==> src/rtl/trace_dump_pkg.sv <==
// Shared state encoding, beat kinds and halt causes for the trace dump controller.
package trace_dump_pkg;

    typedef enum logic [2:0] {
        ST_IDLE,
        ST_RUN,
        ST_HDR,
        ST_FETCH,
        ST_PRESENT,
        ST_DONE
    } state_e;

    typedef enum logic [1:0] {
        KIND_PC     = 2'd0,
        KIND_STATUS = 2'd1,
        KIND_REG    = 2'd2,
        KIND_MEM    = 2'd3
    } kind_e;

    typedef enum logic [1:0] {
        CAUSE_NONE       = 2'd0,
        CAUSE_END_PC     = 2'd1,
        CAUSE_TIMEOUT    = 2'd2,
        CAUSE_INVALID_PC = 2'd3
    } cause_e;

    localparam int unsigned CNT_W = 32;

endpackage

==> src/rtl/trace_dump_ctrl_if.sv <==
// CPU-side and dump-sink signals of the trace dump controller.
interface trace_dump_ctrl_if #(
    parameter int unsigned XLEN     = 32,
    parameter int unsigned NREG     = 32,
    parameter int unsigned DM_DEPTH = 128
);
    logic                        start;
    logic                        dump_mem_en;
    logic [XLEN-1:0]             pc;
    logic                        pc_valid;
    logic                        cpu_halt;
    logic [$clog2(NREG)-1:0]     reg_sel;
    logic [XLEN-1:0]             reg_data;
    logic [$clog2(DM_DEPTH)-1:0] mem_addr;
    logic [XLEN-1:0]             mem_data;
    logic                        out_valid;
    logic                        out_ready;
    logic [1:0]                  out_kind;
    logic [7:0]                  out_index;
    logic [XLEN-1:0]             out_data;
    logic [1:0]                  cause;
    logic                        done;

    modport master (
        input  start, dump_mem_en, pc, pc_valid, reg_data, mem_data, out_ready,
        output cpu_halt, reg_sel, mem_addr, out_valid, out_kind, out_index,
               out_data, cause, done
    );

    modport slave (
        output start, dump_mem_en, pc, pc_valid, reg_data, mem_data, out_ready,
        input  cpu_halt, reg_sel, mem_addr, out_valid, out_kind, out_index,
               out_data, cause, done
    );
endinterface

==> src/rtl/trace_dump_ctrl_halt_detect.sv <==
// Run-phase cycle/stall counting and halt trigger selection.
module halt_detect
    import trace_dump_pkg::*;
#(
    parameter int unsigned XLEN        = 32,
    parameter logic [31:0] END_PC      = 32'h0000_0310,
    parameter int unsigned TIMEOUT     = 1000,
    parameter int unsigned STALL_LIMIT = 3
) (
    input  logic             clk,
    input  logic             rstn,
    input  logic             clear,
    input  logic             run,
    input  logic [XLEN-1:0]  pc,
    input  logic             pc_valid,
    output logic             trig,
    output cause_e           trig_cause,
    output logic [CNT_W-1:0] cycle_now
);
    logic [CNT_W-1:0] cycle_q, cycle_d;
    logic [CNT_W-1:0] stall_q, stall_d, stall_now;

    // Counter values including the current run cycle, and the prioritised trigger.
    always_comb begin
        cycle_now  = (cycle_q == '1) ? cycle_q : cycle_q + 1'b1;
        stall_now  = pc_valid ? '0 : ((stall_q == '1) ? stall_q : stall_q + 1'b1);
        cycle_d    = cycle_q;
        stall_d    = stall_q;
        trig       = 1'b0;
        trig_cause = CAUSE_NONE;
        if (clear) begin
            cycle_d = '0;
            stall_d = '0;
        end else if (run) begin
            cycle_d = cycle_now;
            stall_d = stall_now;
        end
        if (run) begin
            if (pc == XLEN'(END_PC)) begin
                trig       = 1'b1;
                trig_cause = CAUSE_END_PC;
            end else if (stall_now >= STALL_LIMIT) begin
                trig       = 1'b1;
                trig_cause = CAUSE_INVALID_PC;
            end else if (cycle_now >= TIMEOUT) begin
                trig       = 1'b1;
                trig_cause = CAUSE_TIMEOUT;
            end
        end
    end

    // Counter registers.
    always_ff @(posedge clk) begin
        if (!rstn) begin
            cycle_q <= '0;
            stall_q <= '0;
        end else begin
            cycle_q <= cycle_d;
            stall_q <= stall_d;
        end
    end
endmodule

==> src/rtl/trace_dump_ctrl.sv <==
// Halts the CPU on a trigger and streams PC, status, registers and memory as beats.
module trace_dump_ctrl
    import trace_dump_pkg::*;
#(
    parameter int unsigned XLEN        = 32,
    parameter int unsigned NREG        = 32,
    parameter int unsigned DM_DEPTH    = 128,
    parameter logic [31:0] END_PC      = 32'h0000_0310,
    parameter int unsigned TIMEOUT     = 1000,
    parameter int unsigned STALL_LIMIT = 3
) (
    input logic               clk,
    input logic               rstn,
    trace_dump_ctrl_if.master bus
);
    localparam int unsigned RSW = $clog2(NREG);
    localparam int unsigned MAW = $clog2(DM_DEPTH);

    state_e           state_q, state_d;
    logic             valid_q, valid_d;
    kind_e            kind_q, kind_d;
    logic [7:0]       idx_q, idx_d;
    logic [XLEN-1:0]  data_q, data_d;
    cause_e           cause_q, cause_d;
    logic [CNT_W-1:0] cnt_lat_q, cnt_lat_d;
    logic             mem_en_q, mem_en_d;
    logic [RSW-1:0]   reg_sel_q, reg_sel_d;
    logic [MAW-1:0]   mem_addr_q, mem_addr_d;

    logic             clear;
    logic             trig;
    cause_e           trig_cause;
    logic [CNT_W-1:0] cycle_now;

    halt_detect #(
        .XLEN        (XLEN),
        .END_PC      (END_PC),
        .TIMEOUT     (TIMEOUT),
        .STALL_LIMIT (STALL_LIMIT)
    ) u_halt_detect (
        .clk        (clk),
        .rstn       (rstn),
        .clear      (clear),
        .run        (state_q == ST_RUN),
        .pc         (bus.pc),
        .pc_valid   (bus.pc_valid),
        .trig       (trig),
        .trig_cause (trig_cause),
        .cycle_now  (cycle_now)
    );

    // Next-state and beat register updates; kind_q doubles as the current dump section.
    always_comb begin
        state_d    = state_q;
        valid_d    = valid_q;
        kind_d     = kind_q;
        idx_d      = idx_q;
        data_d     = data_q;
        cause_d    = cause_q;
        cnt_lat_d  = cnt_lat_q;
        mem_en_d   = mem_en_q;
        reg_sel_d  = reg_sel_q;
        mem_addr_d = mem_addr_q;
        clear      = 1'b0;
        unique case (state_q)
            ST_IDLE, ST_DONE: begin
                if (bus.start) begin
                    state_d  = ST_RUN;
                    clear    = 1'b1;
                    cause_d  = CAUSE_NONE;
                    mem_en_d = bus.dump_mem_en;
                end
            end
            ST_RUN: begin
                if (trig) begin
                    state_d   = ST_HDR;
                    cause_d   = trig_cause;
                    cnt_lat_d = cycle_now;
                    valid_d   = 1'b1;
                    kind_d    = KIND_PC;
                    idx_d     = '0;
                    data_d    = bus.pc;
                end
            end
            ST_HDR: begin
                if (bus.out_ready) begin
                    if (kind_q == KIND_PC) begin
                        kind_d = KIND_STATUS;
                        idx_d  = 8'(cause_q);
                        data_d = XLEN'(cnt_lat_q);
                    end else begin
                        valid_d   = 1'b0;
                        kind_d    = KIND_REG;
                        idx_d     = '0;
                        reg_sel_d = '0;
                        state_d   = ST_FETCH;
                    end
                end
            end
            ST_FETCH: begin
                valid_d = 1'b1;
                state_d = ST_PRESENT;
                if (kind_q == KIND_REG) begin
                    data_d = (idx_q == 8'd0) ? '0 : bus.reg_data;
                end else begin
                    data_d = bus.mem_data;
                end
            end
            ST_PRESENT: begin
                if (bus.out_ready) begin
                    valid_d = 1'b0;
                    if (kind_q == KIND_REG && idx_q != 8'(NREG - 1)) begin
                        idx_d     = idx_q + 8'd1;
                        reg_sel_d = RSW'(idx_q + 8'd1);
                        state_d   = ST_FETCH;
                    end else if (kind_q == KIND_REG && mem_en_q) begin
                        kind_d     = KIND_MEM;
                        idx_d      = '0;
                        mem_addr_d = '0;
                        state_d    = ST_FETCH;
                    end else if (kind_q == KIND_MEM && idx_q != 8'(DM_DEPTH - 1)) begin
                        idx_d      = idx_q + 8'd1;
                        mem_addr_d = MAW'(idx_q + 8'd1);
                        state_d    = ST_FETCH;
                    end else begin
                        state_d = ST_DONE;
                    end
                end
            end
            default: state_d = ST_IDLE;
        endcase
    end

    // Controller registers.
    always_ff @(posedge clk) begin
        if (!rstn) begin
            state_q    <= ST_IDLE;
            valid_q    <= 1'b0;
            kind_q     <= KIND_PC;
            idx_q      <= '0;
            data_q     <= '0;
            cause_q    <= CAUSE_NONE;
            cnt_lat_q  <= '0;
            mem_en_q   <= 1'b0;
            reg_sel_q  <= '0;
            mem_addr_q <= '0;
        end else begin
            state_q    <= state_d;
            valid_q    <= valid_d;
            kind_q     <= kind_d;
            idx_q      <= idx_d;
            data_q     <= data_d;
            cause_q    <= cause_d;
            cnt_lat_q  <= cnt_lat_d;
            mem_en_q   <= mem_en_d;
            reg_sel_q  <= reg_sel_d;
            mem_addr_q <= mem_addr_d;
        end
    end

    assign bus.cpu_halt  = (state_q == ST_HDR) || (state_q == ST_FETCH) ||
                           (state_q == ST_PRESENT) || (state_q == ST_DONE);
    assign bus.done      = (state_q == ST_DONE);
    assign bus.out_valid = valid_q;
    assign bus.out_kind  = kind_q;
    assign bus.out_index = idx_q;
    assign bus.out_data  = data_q;
    assign bus.cause     = cause_q;
    assign bus.reg_sel   = reg_sel_q;
    assign bus.mem_addr  = mem_addr_q;
endmodule

==> src/flat_wrapper.sv <==
// flat-port wrapper written by rule: the top's interface ports become plain ports
module trace_dump_ctrl_flat import trace_dump_pkg::*;
#(
    parameter int unsigned XLEN        = 32,
    parameter int unsigned NREG        = 32,
    parameter int unsigned DM_DEPTH    = 128,
    parameter logic [31:0] END_PC      = 32'h0000_0310,
    parameter int unsigned TIMEOUT     = 1000,
    parameter int unsigned STALL_LIMIT = 3
)
  (clk, rstn, bus_start, bus_dump_mem_en, bus_pc, bus_pc_valid, bus_reg_data, bus_mem_data, bus_out_ready, bus_cpu_halt, bus_reg_sel, bus_mem_addr, bus_out_valid, bus_out_kind, bus_out_index, bus_out_data, bus_cause, bus_done);
  trace_dump_ctrl_if #(.XLEN(XLEN), .NREG(NREG), .DM_DEPTH(DM_DEPTH)) bus_i ();
  input logic clk;
  input logic rstn;
  input wire logic [$bits(bus_i.start)-1:0] bus_start;
  input wire logic [$bits(bus_i.dump_mem_en)-1:0] bus_dump_mem_en;
  input wire logic [$bits(bus_i.pc)-1:0] bus_pc;
  input wire logic [$bits(bus_i.pc_valid)-1:0] bus_pc_valid;
  input wire logic [$bits(bus_i.reg_data)-1:0] bus_reg_data;
  input wire logic [$bits(bus_i.mem_data)-1:0] bus_mem_data;
  input wire logic [$bits(bus_i.out_ready)-1:0] bus_out_ready;
  output wire logic [$bits(bus_i.cpu_halt)-1:0] bus_cpu_halt;
  output wire logic [$bits(bus_i.reg_sel)-1:0] bus_reg_sel;
  output wire logic [$bits(bus_i.mem_addr)-1:0] bus_mem_addr;
  output wire logic [$bits(bus_i.out_valid)-1:0] bus_out_valid;
  output wire logic [$bits(bus_i.out_kind)-1:0] bus_out_kind;
  output wire logic [$bits(bus_i.out_index)-1:0] bus_out_index;
  output wire logic [$bits(bus_i.out_data)-1:0] bus_out_data;
  output wire logic [$bits(bus_i.cause)-1:0] bus_cause;
  output wire logic [$bits(bus_i.done)-1:0] bus_done;
  assign bus_i.start = bus_start;
  assign bus_i.dump_mem_en = bus_dump_mem_en;
  assign bus_i.pc = bus_pc;
  assign bus_i.pc_valid = bus_pc_valid;
  assign bus_i.reg_data = bus_reg_data;
  assign bus_i.mem_data = bus_mem_data;
  assign bus_i.out_ready = bus_out_ready;
  assign bus_cpu_halt = bus_i.cpu_halt;
  assign bus_reg_sel = bus_i.reg_sel;
  assign bus_mem_addr = bus_i.mem_addr;
  assign bus_out_valid = bus_i.out_valid;
  assign bus_out_kind = bus_i.out_kind;
  assign bus_out_index = bus_i.out_index;
  assign bus_out_data = bus_i.out_data;
  assign bus_cause = bus_i.cause;
  assign bus_done = bus_i.done;
  trace_dump_ctrl #(.XLEN(XLEN), .NREG(NREG), .DM_DEPTH(DM_DEPTH), .END_PC(END_PC), .TIMEOUT(TIMEOUT), .STALL_LIMIT(STALL_LIMIT)) u_core (.clk(clk), .rstn(rstn), .bus(bus_i));
endmodule
==> config.mk <==
export PLATFORM = sky130hd
export DESIGN_NAME = trace_dump_ctrl_flat
export DESIGN_NICKNAME = d
export VERILOG_FILES = /design/src/rtl/trace_dump_pkg.sv /design/src/rtl/trace_dump_ctrl_if.sv /design/src/rtl/trace_dump_ctrl_halt_detect.sv /design/src/rtl/trace_dump_ctrl.sv /design/src/flat_wrapper.sv
export SDC_FILE = /design/constraint.sdc
export NUM_CORES = 1
export LEC_CHECK = 0
export BUFFER_PORTS_ARGS = -buffer_cell sky130_fd_sc_hd__buf_4
export CORE_ASPECT_RATIO = 1.5
export CORE_MARGIN = 2
export CORE_UTILIZATION = 29
export CTS_CLUSTER_SIZE = 24
export DETAILED_ROUTE_END_ITERATION = 16
export PLACE_DENSITY = 0.45
export SYNTH_ARGS = -nofsm -noshare
export SYNTH_HDL_FRONTEND = slang
export SYNTH_SLANG_ARGS = --single-unit
==> constraint.sdc <==
create_clock -name clk -period 4 [get_ports clk]
set_input_delay 0.2 -clock clk [delete_from_list [all_inputs] [get_ports clk]]
set_output_delay 0.2 -clock clk [all_outputs]
set_load 0.05 [all_outputs]
==> impl_metrics.env <==
export IMPL_type_of_the_worst_setup_path="flop to flop"
export IMPL_synthesis_yosys_warnings=0
export IMPL_firstDrtPassIters=4
export IMPL_finalSetupViolations=0
export IMPL_detail_route_antenna_nets=0
export IMPL_max_cap_violations=0
export IMPL_synthSimpleGateAreaFrac=0.2701
export IMPL_grt_overflow=0
export IMPL_synthMuxAreaShare=0.06427
export IMPL_start_util=0.2924
export IMPL_first_global_vias=10250
export IMPL_p_leak_nw=4.834
export IMPL_ys_async_sr_fraction=0
export IMPL_syn_mean_instance_area_sq_um=7.673
export IMPL_post_route_drc_count=0
export IMPL_pin_count=161
export IMPL_post_drt_via_cell_ratio=5.436
export IMPL_route_final_wire_length_microns=37140
export IMPL_outcome="completed"
export IMPL_postLayoutCellArea_sq_um=12530
export IMPL_nNetsFinal=1565
export IMPL_ys_seq_elements=157
export IMPL_min_period_ns=3.773
export IMPL_post_synth_top_area_fraction=0.3166
export IMPL_cellPowerDensity_nw_per_um2=380.7
export IMPL_worstRegToRegCells=11
export IMPL_hp_start="bus_pc[3]"
export IMPL_tritoncts="built"
export IMPL_adder_cell_share_of_the_synthesized_area=0.007561
export IMPL_global_route_usage_total=0.2059
export IMPL_clock_insertion_delay_worst_skew_ns=0.45
export IMPL_wire_per_inst_microns=19.60
export IMPL_grt_pass1_wl_microns=58050
export IMPL_critPathLaunchType="flop"
export IMPL_dr_total_vias=10300
export IMPL_die_width_microns=155.1
export IMPL_floorplan_die_area_sq_um=35760
export IMPL_largest_net_degree_at_the_start_of_global_routing=74
export IMPL_synthToLayoutAreaGrowth_pct=26.19
export IMPL_setup_repair_after_global_routing_missed_its_margin="no"
export IMPL_count_of_routing_violations_after_the_opening_detailed_route_iteration=580
export IMPL_sinks_on_clock_net=157
export IMPL_synth_seq_area_share=0.3166
export IMPL_finalWeightedCongestion=0.9684
export IMPL_netlist_cell_type_count=73
export IMPL_detailedPlacementHpwl_microns=28360
export IMPL_antenna_found_initial=0
export IMPL_timing_reg2reg_setup_slack_ns=0.23
export IMPL_timing_fmax_mhz=265.1
export IMPL_max_slew_margin=0.3131
export IMPL_postSynthNetCount=1402
export IMPL_syn_inst=1294
export IMPL_worst_hold_path_type="input pin to flop"
export IMPL_slew_viol_final=0
export IMPL_hold_viol_final=0
export IMPL_whs_path_depth=3
export IMPL_reg2reg_from="u_core.u_halt_detect.stall_q[27]"
export IMPL_min_delay_worst_endpoint="u_core.bus.out_data[3]"
export IMPL_htree_levels=4
export IMPL_post_route_cells_drive_above_1_share=0.2245
export IMPL_cp_max_fo=21
export IMPL_synth_compound_gate_area_share=0.2280
export IMPL_final_core_utilization=0.3689
export IMPL_cts_reportedPaths_clkPinSlew_ns=0.07
export IMPL_synth_area_leaders="sky130_fd_sc_hd__dfxtp_1, sky130_fd_sc_hd__nand2_1, sky130_fd_sc_hd__mux2i_1, sky130_fd_sc_hd__o211ai_1, sky130_fd_sc_hd__nor2_1"
export IMPL_synthXorXnorAreaFrac=0.05469
export IMPL_postPlaceCellArea_sq_um=11880
export IMPL_finalClockSkew_ns=0.01063
export IMPL_finalHoldWorstSlack_ns=0.05129
export IMPL_dominantRegCellSynth="sky130_fd_sc_hd__dfxtp_1"
export IMPL_ctsLongestPathBuffers=2
export IMPL_core_area_sq_um=33960
export IMPL_worst_setup_path_end_kind="flop"
export IMPL_cts_root_buf="sky130_fd_sc_hd__clkbuf_16"
export IMPL_cell_taking_the_most_area_after_synthesis="sky130_fd_sc_hd__dfxtp_1"
export IMPL_critPathArrivalTime_ns=4.15
export IMPL_antenna_cells=0
export IMPL_max_slew_worst_pin_slew_ns=1.030
export IMPL_rows=83
export IMPL_post_synth_instance_area_sq_um=9928
export IMPL_numCtsBuffers=17
export IMPL_worst_ir_drop_vdd_mv=0.2695
export IMPL_r2r_end="u_core.cnt_lat_q[24]"
export IMPL_cp_startpoint="u_core.u_halt_detect.stall_q[27]"
export IMPL_synth_top_family_by_area="simple AND/OR/NAND/NOR gates"
export IMPL_place_port_buffers=160
export IMPL_worst_endpoint_required_ns=4.38
export IMPL_synth_edff_count=0
export IMPL_finalCritPeriodShare=0.9431
export IMPL_die_y_microns=230.6
-- sequential cells by signal, indices dropped and copies added (netlist names) --
| name | count |
|---|---|
| u_core.bus.cause | 2 |
| u_core.bus.mem_addr | 7 |
| u_core.bus.out_data | 32 |
| u_core.bus.out_index | 8 |
| u_core.bus.out_kind | 2 |
| u_core.bus.out_valid | 1 |
| u_core.bus.reg_sel | 5 |
| u_core.cnt_lat_q | 32 |
| u_core.mem_en_q | 1 |
| u_core.state_q | 3 |
| u_core.u_halt_detect.cycle_q | 32 |
| u_core.u_halt_detect.stall_q | 32 |
-- synthesized netlist by cell type (18+ instances only) --
library cell               number
sky130_fd_sc_hd__a21oi_1       70
sky130_fd_sc_hd__o21ai_0       53
sky130_fd_sc_hd__buf_2         21
sky130_fd_sc_hd__nand3_1       63
sky130_fd_sc_hd__dfxtp_1      157
sky130_fd_sc_hd__nor3_1        40
sky130_fd_sc_hd__o211ai_1      75
sky130_fd_sc_hd__nand4_1       29
sky130_fd_sc_hd__and3_1        19
sky130_fd_sc_hd__a31oi_1       20
sky130_fd_sc_hd__nand2_1      190
sky130_fd_sc_hd__xor2_1        24
sky130_fd_sc_hd__or3_1         18
sky130_fd_sc_hd__xnor2_1       38
sky130_fd_sc_hd__mux2i_1       60
sky130_fd_sc_hd__clkbuf_1      73
sky130_fd_sc_hd__a22oi_1       40
sky130_fd_sc_hd__nor2_1       101
sky130_fd_sc_hd__nor4_1        21
sky130_fd_sc_hd__inv_1         21
-- cell families (layout without fill, tap and decap cells) --
kind of cell               Yosys count  count (layout)
and+or+nand+nor                    542             542
AOI/OAI and AO/OA                  334             334
DFF                                157             157
buffers and inverters              130             306
muxes                               63              63
xor gates and xnor gates            62              62
adders and majority gates            6               6
-- layer usage --
metal,up-vias,global-route usage,routed length (microns),part of all wire
li1,5082,-,-,-
met1,4881,0.2332,14980,0.40
met2,272,0.3836,19440,0.52
met3,66,0.03079,1496,0.040
met4,0,0.07986,1228,0.033
met5,-,0,0,0
-- metrics by stage --
| step | setup TNS [ns] | instances | setup slack, ns | total power, mW |
|---|---|---|---|---|
| after global placement | -0.8575 | 1860 | -0.05242 | 3.207 |
| after global routing | 0 | 1895 | 0.001208 | 5.023 |
| after CTS | 0 | 1893 | 0.02212 | 4.853 |
| after detailed placement | -1.280 | 1860 | -0.08189 | 3.213 |
| final | 0 | 1895 | 0.2274 | 4.770 |
| after floorplan | 0 | 1294 | 0.5350 | 2.675 |
-- where the power goes --
part | switching [mW] | total [mW] | internal (mW)
registers | 0.0710 | 1.71 | 1.64
clock network | 0.747 | 1.61 | 0.866
logic | 0.951 | 1.45 | 0.499
total | 1.77 | 4.77 | 3.00
-- layout make-up --
class                      instances  area (sq um)
clock buffer                      18         429.2
clock inverter                    14         135.1
fill                            3668         21430
inverter                          21         78.83
multi-input combinational       1007          6281
sequential                       157          3146
tap                              425         531.8
timing repair buffer             253          1927
-- how the worst max path moves through the flow --
stage / to / slack (ns) / cells past startpoint
6_report: u_core.cnt_lat_q[24] / 0.23 / 11
5_1_grt: u_core.cnt_lat_q[29] / 0.001 / 11
4_1_cts: u_core.cnt_lat_q[10] / 0.02 / 11
3_5_place_dp: u_core.cnt_lat_q[10] / -0.08 / 11
3_3_place_gp: u_core.cnt_lat_q[15] / -0.05 / 11
2_1_floorplan: u_core.cnt_lat_q[10] / 0.54 / 12
-- placed cells by master (no fill, tap or decap), drive strengths merged, types with 9 or more instances in the layout --
cell type,n
inv,25
and3,19
buf,252
a22oi,40
nand4,33
nor2,102
mux2i,60
clkbuf,18
dfxtp,157
o21ai,56
or4,9
o211ai,75
nand3,63
a21oi,70
nor4,25
nor3,41
or3,20
a31oi,20
xnor2,38
and4,13
xor2,24
nand2,190
-- what timing repair did --
item | CTS | global route
pin swaps | 0 | 1
endpoints found under the setup margin | 26 | 73
hold buffers | 1 | 0
gates resized for setup | 1 | 12
setup buffers | 0 | 2
endpoints found under the hold margin | 1 | 0
-- critical path, cell delays in order, from the launching register on --
cell and delay (ns):
sky130_fd_sc_hd__dfxtp_1 0.48, sky130_fd_sc_hd__nand4_2 0.21, sky130_fd_sc_hd__or3_4 0.47, sky130_fd_sc_hd__or4_1 0.61
sky130_fd_sc_hd__and3_1 0.25, sky130_fd_sc_hd__xnor2_1 0.18, sky130_fd_sc_hd__o2111ai_1 0.16, sky130_fd_sc_hd__or4_1 0.55
sky130_fd_sc_hd__buf_4 0.19, sky130_fd_sc_hd__o21ai_4 0.17, sky130_fd_sc_hd__buf_12 0.20, sky130_fd_sc_hd__mux2i_1 0.19
Note: power is estimated with default switching activity, not from simulation.
